### src/rtl/mem_arbiter.sv
// mem_arbiter: multi-cycle controller for one shared instruction+data memory.
// Serves a fetch port and a data port one access at a time. Each access holds
// mem_en high for LAT cycles, and then the winning port gets a one-cycle valid pulse.
// Optional feature: define MEM_ARB_RR_EN for round-robin arbitration. When it is
// undefined, the data port has fixed priority.
module mem_arbiter #(
  parameter int ADDR_W = 16,
  parameter int DATA_W = 16,
  parameter int LAT    = 4
) (
  input  logic              clk,
  input  logic              rst,
  input  logic              if_req,
  input  logic [ADDR_W-1:0] if_addr,
  output logic [DATA_W-1:0] if_rdata,
  output logic              if_valid,
  output logic              if_stall,
  input  logic              d_req,
  input  logic              d_wr,
  input  logic [ADDR_W-1:0] d_addr,
  input  logic [DATA_W-1:0] d_wdata,
  output logic [DATA_W-1:0] d_rdata,
  output logic              d_valid,
  output logic              d_stall,
  output logic              mem_en,
  output logic              mem_wr,
  output logic [ADDR_W-1:0] mem_addr,
  output logic [DATA_W-1:0] mem_wdata,
  input  logic [DATA_W-1:0] mem_rdata
);

  typedef enum logic [1:0] {
    IDLE   = 2'd0,
    ACCESS = 2'd1,
    RESP   = 2'd2
  } state_t;

  // Loaded on grant; ACCESS ends when it reaches zero, so LAT cycles in total.
  localparam logic [3:0] CNT_INIT = 4'(LAT - 1);

  state_t     state;
  logic [3:0] cnt;
  logic       own_d;     // 1: current access belongs to the data port
  logic       grant_d;   // winner selection, meaningful only when a request is present

`ifdef MEM_ARB_RR_EN
  logic       prio_d;    // 1: data port wins the next tie

  // Round-robin: on a tie the port not granted last wins.
  always_comb begin
    grant_d = d_req & (prio_d | ~if_req);
  end
`else
  // Fixed priority: data beats fetch, since it belongs to the older instruction.
  always_comb begin
    grant_d = d_req;
  end
`endif

  // A requester stalls until the cycle its completion pulse arrives.
  always_comb begin
    if_stall = if_req & ~if_valid;
    d_stall  = d_req & ~d_valid;
  end

  // Access sequencer: IDLE grants, ACCESS counts LAT cycles, RESP pulses valid.
  always_ff @(posedge clk) begin
    if (rst) begin
      state     <= IDLE;
      cnt       <= '0;
      own_d     <= 1'b0;
      if_rdata  <= '0;
      if_valid  <= 1'b0;
      d_rdata   <= '0;
      d_valid   <= 1'b0;
      mem_en    <= 1'b0;
      mem_wr    <= 1'b0;
      mem_addr  <= '0;
      mem_wdata <= '0;
`ifdef MEM_ARB_RR_EN
      prio_d    <= 1'b1;
`endif
    end else begin
      case (state)
        IDLE: begin
          if_valid <= 1'b0;
          d_valid  <= 1'b0;
          if (if_req | d_req) begin
            own_d     <= grant_d;
            mem_addr  <= grant_d ? d_addr : if_addr;
            mem_wdata <= grant_d ? d_wdata : '0;
            mem_wr    <= grant_d & d_wr;
            cnt       <= CNT_INIT;
            mem_en    <= 1'b1;
            state     <= ACCESS;
`ifdef MEM_ARB_RR_EN
            prio_d    <= ~grant_d;
`endif
          end
        end
        ACCESS: begin
          if (cnt == 4'd0) begin
            mem_en <= 1'b0;
            state  <= RESP;
            if (own_d) begin
              d_valid <= 1'b1;
              if (!mem_wr) d_rdata <= mem_rdata;
            end else begin
              if_valid <= 1'b1;
              if_rdata <= mem_rdata;
            end
          end else begin
            cnt <= cnt - 4'd1;
          end
        end
        RESP: begin
          if_valid <= 1'b0;
          d_valid  <= 1'b0;
          state    <= IDLE;
        end
        default: begin
          state <= IDLE;
        end
      endcase
    end
  end

endmodule
### config.mk
export PLATFORM = sky130hd
export DESIGN_NAME = mem_arbiter
export DESIGN_NICKNAME = d
export VERILOG_FILES = /design/src/rtl/mem_arbiter.sv
export SDC_FILE = /design/constraint.sdc
export NUM_CORES = 1
export LEC_CHECK = 0
export BUFFER_PORTS_ARGS = -buffer_cell sky130_fd_sc_hd__buf_2
export CORE_ASPECT_RATIO = 1.2
export CORE_UTILIZATION = 50
export CTS_CLUSTER_SIZE = 12
export DETAILED_ROUTE_END_ITERATION = 12
export PLACE_DENSITY = 0.85
export SLEW_MARGIN = 5
export SYNTH_ARGS = -nofsm -noshare
export SYNTH_HDL_FRONTEND = slang
export SYNTH_SLANG_ARGS = --single-unit
### constraint.sdc
create_clock -name clk -period 3 [get_ports clk]
set_input_delay 0.6 -clock clk [delete_from_list [all_inputs] [get_ports clk]]
set_output_delay 0.6 -clock clk [all_outputs]
set_load 0.05 [all_outputs]
==> impl_metrics.tcl <==
set metrics [dict create \
    status "finished clean" \
    cp.required_ps 3210 \
    p_switching_uw 857.4 \
    post-route-util_pct 69.35 \
    synth_cell_type_count 35 \
    die-area_sq_mm 0.006408 \
    yosysSeqAreaShare_pct 49.30 \
    layout-drive-gt1-share_pct 39.53 \
    wl_microns 6498 \
    fin_nets 491 \
    numPortBuffers 138 \
    holdPathStages 2 \
    internal_power_uw 1792 \
    cts_tree "done" \
    initial_core_util_pct 52.68 \
    clock_sinks 75 \
    cts_root_buf "clkbuf_8" \
    pwr-share-comb_pct 24.8 \
    seqPwrFrac_pct 42.7 \
    grt_first_pass_wirelength_microns 10400 \
    synth-seq-cells 75 \
    synth_edf_count 0 \
    antenna_found_initial 0 \
    crit_arrival_ps 2210 \
    r2r_start "cnt[0]" \
    cts_setup_buffers 0 \
    syn_avg_cell_area_sq_um 10.61 \
    cts_hold_buf 0 \
    die_x_microns 73.25 \
    dpl.hpwl_microns 4734 \
    antennaDiodeCount 0 \
    slew_headroom_pct 48.46 \
    grt_max_degree 42 \
    via_per_inst 5.087 \
    wire_per_inst_microns 12.87 \
    htreeDepth 3 \
    critPathKind "register to register" \
    worstHoldStart "d_wr" \
    clock.fmax_mhz 499.4 \
    postCtsResizedCells 0 \
    peakVddDrop_mv 0.3767 \
    grt_usage_pct 21.12 \
    p_sw_share_pct 32.37 \
    core_region_area_sq_mm 0.005781 \
    vias 2569 \
    leakage_uw 0.001986 \
    die_y_microns 87.49 \
    overflow 0 \
    clockBufferDepth 2 \
    drtPass1Iterations 4 \
    syn_to_final_growth_pct 31.64 \
    worst_r2r_path_depth 5 \
    num_rows 30 \
    endpoint_kind "register" \
    slew_viol_final 0 \
    ioPinCount 139 \
    fin_skew_ps 10.76 \
    cts_buffers 9 \
    timing.rr.end "if_rdata[5]" \
    yosysWarnings 0 \
    finalHoldViolCount 0 \
    placed_area_sq_mm 0.003782 \
    finalCriticalPeriod_ps 2002 \
    pwr-share-clk_pct 32.6 \
    max_slew.worst_pin.slew_ps 773.1 \
    setup_viol 0 \
    whs_endpoint "mem_wr" \
    setup_tns_ps 0 \
    drc_errors 0 \
    drv_cap 0 \
    synth_async_sr_flop_share_pct 0 \
    reg2reg_setup_slack_ps 1000 \
    synth_area_sq_mm 0.003045 \
    syn_nets 358 \
    critPathLaunchType "register" \
    clk_pin_slew_ps 80 \
    hp-class "input pin to register" \
    drt_iter0_drc 81 \
    drtAntennaViolNets 0 \
    synth_ff_type "dfxtp_1" \
    fin_crit_sh_pct 66.74 \
    place_congestion 0.7182 \
    netlist_instances 287 \
    design_area_sq_mm 0.004009 \
    path_max_fanout 10 \
    clkLatencyLatePin_ps 340 \
    powerDensity_mw_per_mm2 660.8 \
    grt_setup_unrepaired "false" \
    grt_pass1_vias 2376 \
    fill_cells 489 \
]
## worst max-delay path, stage by stage (launching register included)
cell and delay [ps]:
dfxtp_1 320, inv_1 100, ha_1 170, or3b_1 510, or3_1 590, mux2i_1 180
## logic make-up after synthesis
kind of cell             synth area share, %
AND/OR/NAND/NOR                        15.20
adder cells (fa/ha/maj)               0.8216
AO/OA/AOI/OAI                          14.67
multiplexers                           15.78
buffers and inverters                  4.232
flip-flops                             49.30
## registers in the layout, summed over array words and instances, names as in the netlist
register,flops
if_valid,1
cnt,4
d_valid,1
state,2
mem_wdata,16
mem_en,1
d_rdata,16
if_rdata,16
own_d,1
mem_addr,16
mem_wr,1
## cells in the mapped netlist (3+ instances only)
cell      instances  area (sq um)
nor3_1            3         15.01
inv_1             3         11.26
a211oi_1         16         120.1
buf_2             4         20.02
nand2b_1         49         306.5
a22o_1           17         148.9
nor2b_1           4         25.02
mux2i_1          48         480.5
buf_4             3         22.52
clkbuf_1         13         48.80
o21ai_0           3         15.01
a21oi_1          20         100.1
dfxtp_1          75          1501
## final cells by class
cell class                 instances  area, sq um  share of cell area (%)
clock buffer                      11        151.4                   3.777
inverter                           3        11.26                  0.2809
tap                               80        100.1                   2.497
timing repair buffer             145        743.2                   18.54
multi-input combinational        186         1426                   35.58
clock inverter                     5        75.07                   1.873
sequential                        75         1501                   37.45
## placed cells by master, fill, tap and decap left out, types with 2 or more instances in the layout
cell type / Yosys / routed
or3_1: 2 / 2
nand2_1: 2 / 2
nand2b_1: 49 / 49
clkinv_2: 0 / 3
a21oi_1: 20 / 20
buf_4: 3 / 7
clkbuf_8: 0 / 11
a211oi_1: 16 / 16
bufinv_16: 0 / 2
nor4b_2: 1 / 2
inv_1: 3 / 3
nor3_1: 3 / 2
dfxtp_1: 75 / 75
buf_2: 4 / 138
o21ai_0: 3 / 3
o21a_1: 2 / 2
a21o_1: 2 / 2
nor2b_1: 4 / 4
ha_1: 2 / 2
mux2i_1: 48 / 48
a22o_1: 17 / 17
nor3b_1: 2 / 2
## metal layers
| layer | routed length, microns | share of wire [%] | GRT usage [%] |
|---|---|---|---|
| met5 | 0 | 0 | 0 |
| met4 | 134 | 2.1 | 11.76 |
| met3 | 339 | 5.2 | 4.514 |
| met2 | 3090 | 48 | 35.27 |
| met1 | 2933 | 45 | 24.93 |
## metrics by stage
| step | power, uW | worst slack (ps) | hold WS [ps] | cells |
|---|---|---|---|---|
| after floorplan | 1648 | 416.6 | 463.4 | 287 |
| after global placement | 1796 | 1017 | 455.9 | 489 |
| after detailed placement | 1809 | 1017 | 459.4 | 489 |
| after CTS | 2667 | 1000 | 448.2 | 505 |
| after global routing | 2771 | 887.7 | 449.3 | 505 |
| final | 2649 | 997.8 | 462.5 | 505 |
## worst max path at each step
stage | start | end
after global routing | cnt[0] | d_rdata[3]
after CTS | cnt[0] | if_rdata[5]
after floorplan | d_req | d_stall
after detailed placement | d_req | d_stall
after global placement | d_req | d_stall
final | cnt[0] | if_rdata[5]
## power by group through the flow
| stage | Combinational [uW] | Sequential, uW | Clock, uW |
|---|---|---|---|
| final | 656 | 1130 | 863 |
| after global routing | 705 | 1140 | 927 |
| after CTS | 660 | 1130 | 878 |
| after detailed placement | 659 | 1150 | 0 |
| after global placement | 647 | 1150 | 0 |
| after floorplan | 254 | 1390 | 0 |
Power figures use the tool's default switching activity.
